[config.mk]
export PLATFORM = sky130hd
export DESIGN_NAME = serial_thermometer_decoder
export DESIGN_NICKNAME = d
export VERILOG_FILES = /design/src/rtl/therm_dec_pkg.sv /design/src/rtl/serial_thermometer_decoder_bin2therm.sv /design/src/rtl/serial_thermometer_decoder.sv
export SDC_FILE = /design/constraint.sdc
export NUM_CORES = 1
export LEC_CHECK = 0
export BUFFER_PORTS_ARGS = -buffer_cell sky130_fd_sc_hd__buf_2
export CELL_PAD_IN_SITES_DETAIL_PLACEMENT = 0
export CELL_PAD_IN_SITES_GLOBAL_PLACEMENT = 1
export CORE_UTILIZATION = 34
export CTS_BUF_LIST = sky130_fd_sc_hd__clkbuf_16
export DETAILED_ROUTE_END_ITERATION = 8
export HOLD_SLACK_MARGIN = 0.03
export PLACE_DENSITY_LB_ADDON = 0.1
export SYNTH_ARGS = -nofsm -noshare
export SYNTH_HDL_FRONTEND = slang
export SYNTH_SLANG_ARGS = --single-unit
[constraint.sdc]
create_clock -name clk -period 1.1 [get_ports clk]
set_input_delay 0.165 -clock clk [delete_from_list [all_inputs] [get_ports clk]]
set_output_delay 0.165 -clock clk [all_outputs]
set_load 0.02 [all_outputs]
[src/rtl/therm_dec_pkg.sv]
`default_nettype none
// +-----------------------------------------------------------------------+
// | therm_dec_pkg: shared sizing and clamp helpers for the thermometer   |
// | decoder.  Rev 1.0                                                    |
// +-----------------------------------------------------------------------+
package therm_dec_pkg;

  // Serial code width needed to express every level 0..d_w.
  function automatic int cw_of(input int d_w);
    return $clog2(d_w + 1);
  endfunction

  function automatic int sat_code(input int code, input int d_w);
    return (code > d_w) ? d_w : code;
  endfunction

endpackage : therm_dec_pkg
`default_nettype wire

[src/rtl/serial_thermometer_decoder_bin2therm.sv]
`default_nettype none
// +-----------------------------------------------------------------------+
// | bin2therm: combinational binary-to-thermometer converter; over-range |
// | codes saturate to all ones.  Rev 1.0                                 |
// +-----------------------------------------------------------------------+
module bin2therm
  import therm_dec_pkg::*;
#(
  parameter int D_W = 8,
  parameter int CW  = cw_of(D_W)
) (
  input  logic [CW-1:0]  code,
  output logic [D_W-1:0] therm
);

  int w_level;

  always_comb begin
    w_level = sat_code(int'(32'(code)), D_W);
    therm   = '0;
    for (int i = 0; i < D_W; i++) begin
      therm[i] = (i < w_level);
    end
  end

endmodule : bin2therm
`default_nettype wire

[src/rtl/serial_thermometer_decoder.sv]
`default_nettype none
// +-----------------------------------------------------------------------+
// | serial_thermometer_decoder: deserialises free-running CW-bit frames   |
// | and registers their thermometer code.  THERM_DEC_LSB_FIRST_EN selects |
// | LSB-first framing (default MSB-first).  Rev 1.0                       |
// +-----------------------------------------------------------------------+
module serial_thermometer_decoder
  import therm_dec_pkg::*;
#(
  parameter int D_W = 8
) (
  input  logic           clk,
  input  logic           rst_n,
  input  logic           serial_in,
  output logic [D_W-1:0] thermometer_out
);

  localparam int CW = cw_of(D_W);
  localparam int c_cnt_w = (CW > 1) ? $clog2(CW) : 1;
  localparam logic [c_cnt_w-1:0] c_last = c_cnt_w'(CW - 1);

  logic [c_cnt_w-1:0] r_cnt;
  logic [CW-1:0]      w_code;
  logic               w_last;
  logic [D_W-1:0]     w_therm;
  logic [D_W-1:0]     r_therm;

  assign w_last = (r_cnt == c_last);

  // Only the CW-1 bits that survive into the next code are stored; the
  // current serial_in completes the code combinationally.
  generate
    if (CW == 1) begin : g_single
      assign w_code = serial_in;
    end else begin : g_multi
      logic [CW-2:0] r_hist;
`ifdef THERM_DEC_LSB_FIRST_EN
      assign w_code = {serial_in, r_hist};
`else
      assign w_code = {r_hist, serial_in};
`endif
      always_ff @(posedge clk or negedge rst_n) begin
        if (!rst_n) begin
          r_hist <= '0;
        end else begin
`ifdef THERM_DEC_LSB_FIRST_EN
          r_hist <= w_code[CW-1:1];
`else
          r_hist <= w_code[CW-2:0];
`endif
        end
      end
    end
  endgenerate

  bin2therm #(
    .D_W (D_W),
    .CW  (CW)
  ) u_bin2therm (
    .code  (w_code),
    .therm (w_therm)
  );

  always_ff @(posedge clk or negedge rst_n) begin
    if (!rst_n) begin
      r_cnt   <= '0;
      r_therm <= '0;
    end else begin
      r_cnt <= w_last ? '0 : r_cnt + c_cnt_w'(1);
      if (w_last) begin
        r_therm <= w_therm;
      end
    end
  end

  assign thermometer_out = r_therm;

endmodule : serial_thermometer_decoder
`default_nettype wire

Word level (Yosys, flattened, before mapping) --
Index checks and enable logic that the tools add are counted.
Cells by class: add/subtract/negate cells 1, multipliers 0, divide/modulo/power cells 0, magnitude comparators 9, eq/ne operators 1, shift-type cells 0, mux-type cells 2, bitwise operators 0, reductions and logical operators 0
Operators with widths (number):
- $lt 4x32->1 const A | 4
- $lt 3x32->1 const A | 2
- $lt 1x32->1 const A | 1
- $lt 2x32->1 const A | 1
- $gt 4x4->1 const B | 1
- $mux 4 | 1
- $add 2x1->2 const B | 1
- $eq 2x2->1 const B | 1
- $mux 2 | 1
Storage, ports and cells: bits in registers 13, latch bits 0, memory bits (writable) 0, memory bits (read-only) 0, input port bits 3, output and inout bits 8, logic and storage cells 16, memories 0

Longest topological paths before layout --
depth in word-level cells 3, depth in mapped cells 5, gate-level depth less buffers 3

Modules after synthesis --
From an unflattened synthesis, not the netlist that was laid out.
Second synthesis, totals: cell total of the unflattened synthesis 33, area, all modules 535.5 um^2
Modules (own cells, without submodules):
- serial_thermometer_decoder | times used 1, cells each 24, area each 473.0 um^2, seq. area each 325.3 um^2
- bin2therm | times used 1, cells each 9, area each 62.6 um^2, seq. area each 0.0 um^2

Worst setup path after synthesis --
OpenSTA, ideal clock, no wires.
kind register to register, start point reg r_cnt[0], end point reg r_therm[7], in the netlist thermometer_out[7], data arrival time 0.963 ns, data required time 0.975 ns, slack 0.012 ns, stages on the path, launching flop included 4, cell sequence dfrtp_1 ha_1 buf_6 mux2_4
Between the ends: word-level cells in the longest chain between the ends 1
RTL lines:
- start, declared | line serial_thermometer_decoder.sv:22 | logic [c_cnt_w-1:0] r_cnt;
- start signal, assigned | line serial_thermometer_decoder.sv:69 | r_cnt <= w_last ? '0 : r_cnt + c_cnt_w'(1);
- $eq 2x2->1 | line serial_thermometer_decoder.sv:28 | assign w_last = (r_cnt == c_last);
- end signal, assigned | line serial_thermometer_decoder.sv:71 | r_therm <= w_therm;
- end, declared | line serial_thermometer_decoder.sv:26 | logic [D_W-1:0] r_therm;
Every way passes these cells. A chain may end at the register's enable or synchronous reset.

Final worst setup path --
start point reg r_cnt[0], end point reg r_therm[0], in the netlist thermometer_out[0]
Same word-level chain as after synthesis.

==> metrics.cfg <==
[sta]
hold_violations = 0
max_clock_freq_mhz = 957.8
setup-tns-final_ns = 0
relSlewSlack = 0.8067
min_period_ns = 1.044
finalSetupViolCount = 0
worst_pin_slew_ns = 0.2899
period_share = 0.9491
fin_skew_ns = 0.003128
slew_viol_final = 0
setup_slack_ns = 0.05599
rsz0062_at_grt = no
timing.hold.ws_ns = 0.09828

[drt]
dr.pass1.iters = 4
drt.antenna.violating_nets = 0
route.detailed.drc = 0
drtIter0Drc = 7
via_count = 329
routed_wl_um = 885
vias_per_cell = 4.700
wire_per_inst_um = 12.64

[global_routing]
grt_overflow_total = 0
grt_pass1_wl_um = 1345
grt_pass1_vias = 306
antenna_found_initial = 0
track_usage = 0.1359
grt_max_degree = 14

[final_layout]
nets = 60
synthToLayoutAreaGrowth_pct = 32.82
diodes = 0
final_common_cell = dfrtp_1
final_cell_mix = dfrtp_1 (13), buf_2 (10), nor2_1 (9)
drive_above_1_share = 0.3091
num-fill-cells = 119

[floorplan]
num_rows = 13
initial_utilization = 0.3675
ioPinCount = 11
dieArea_um2 = 1579
core_um2 = 1318
die_h_um = 39.74
die_x_um = 39.74

[setup_path]
cp-endpoint = thermometer_out[0]
cp_cell_sequence = ha_4 > buf_4 > nor2_1 > a31oi_1
cp-startpoint = r_cnt[0]
reg2reg_depth = 4
cp.depth = 4
worstSetupPathType = reg -> reg
critPathTopFamily = flip-flops
reg2reg_to = thermometer_out[0]
r2r_slack_ns = 0.06
path_max_fanout = 11
path_buf_inv = 1
crit_arrival_ns = 1.15
worstSetupEndpointType = register
r2r_start = r_cnt[0]
required_ns = 1.21
cp_slowest_stage_delay_ns = 0.41
cp-start-kind = register
slowest_stage = dfrtp_1

[power]
p_leak_nw = 0.3018
power_mw = 1.245
p_per_area_nw_per_um2 = 1936
peakVddDrop_mv = 0.8171

[logic_synthesis]
avgSynthCellArea_um2 = 12.11
synth_seq_cells = 13
ys_types = 12
synth_area_um2 = 484.2
syn_inst = 40
yosys_warnings = 0
ys_seq_area_frac = 0.6718
synth_nets = 44

[outcome]
status = complete, no violations

[clock_network]
clock_latency_ns = 0.24
cts.sinks = 13
post_cts_buffers = 0
h-tree-depth = 1
cts_buffer_depth = 2
cts.clk_slew.worst_paths_ns = 0.04
cts_tree = built
root_buffer = clkbuf_16
numCtsBuffers = 3

[hold_path]
min_path_type = in -> reg

[job]
maxCapViolations = 0

[placement]
placement.io_buffers = 10
globalplace.congestion = 0.6929
pre_cts_ws_ns = -0.01072

through the flow:
step | instances | area, um^2 | utilization
after detailed placement | 65 | 541.8 | 0.4112
after floorplan | 40 | 484.2 | -
final | 70 | 643.1 | 0.4881
after CTS | 70 | 633.1 | 0.4805
after global routing | 70 | 643.1 | 0.4881
after global placement | 65 | 541.8 | 0.4112
logic make-up (layout without fill, tap and decap cells):
logic type               after synthesis  after routing  synth area share
AND/OR/NAND/NOR                       11             11           0.08783
adder cells (fa/ha/maj)                1              1           0.02584
multiplexers                           1              1           0.03100
buffers and inverters                  4             19           0.06976
flip-flops                            13             13            0.6718
AO/OA/AOI/OAI                         10             10            0.1137
final cells by class:
class,instances,area (um^2),share of cell area
inverters,2,7.507,0.01167
repair buffers,13,75.07,0.1167
multi-input cells,23,137.6,0.2140
well taps,15,18.77,0.02918
clock inverters,1,3.754,0.005837
flip-flops and latches,13,325.3,0.5058
clock buffers,3,75.07,0.1167
per-layer routing:
layer | global-route usage | vias to the layer above | wire length [um]
met1 | 0.1696 | 156 | 387
met3 | 0.01705 | 0 | 28
li1 | - | 169 | -
met5 | 0 | - | 0
met2 | 0.1967 | 4 | 470
met4 | 0.1293 | 0 | 0
worst register-to-register path, cell delays in order (launching register included):
cell and delay (ns):
dfrtp_1 0.41, ha_4 0.19, buf_4 0.17, nor2_1 0.10
a31oi_1 0.05
Yosys cell counts:
master	count	share of area
mux2_4	1	0.031
dfrtp_1	13	0.67
ha_1	1	0.026
a31oi_1	4	0.052
inv_1	2	0.016
nand2_1	1	0.0077
buf_6	1	0.023
a21oi_1	5	0.052
nor3_1	1	0.010
nor2_1	9	0.070
o21ai_0	1	0.010
buf_8	1	0.031
state kept, by name (all words and copies together), names as in the netlist:
name             cells
g_multi.r_hist       3
r_cnt                2
thermometer_out      8
where the power goes:
group          internal, mW  total, mW  switching, mW
logic                0.0269     0.0751         0.0483
registers             0.501      0.517         0.0158
clock network         0.477      0.653          0.176
repair_timing:
item / in CTS / in global routing
resized for setup: 1 / 1
hold buffers: 1 / 0
setup endpoints to repair: 5 / 3
hold endpoints to repair: 13 / 0
worst min path at each step:
stage               from            endpoint  slack (ns)  cells after the start
2_1_floorplan      rst_n   g_multi.r_hist[0]       -0.13                      0
5_1_grt        serial_in   g_multi.r_hist[0]        0.10                      1
6_report       serial_in   g_multi.r_hist[0]         0.1                      1
3_5_place_dp       rst_n  thermometer_out[6]        0.06                      1
4_1_cts        serial_in   g_multi.r_hist[0]        0.09                      1
3_3_place_gp       rst_n  thermometer_out[3]        0.05                      1
Power figures use the tool's default switching activity.
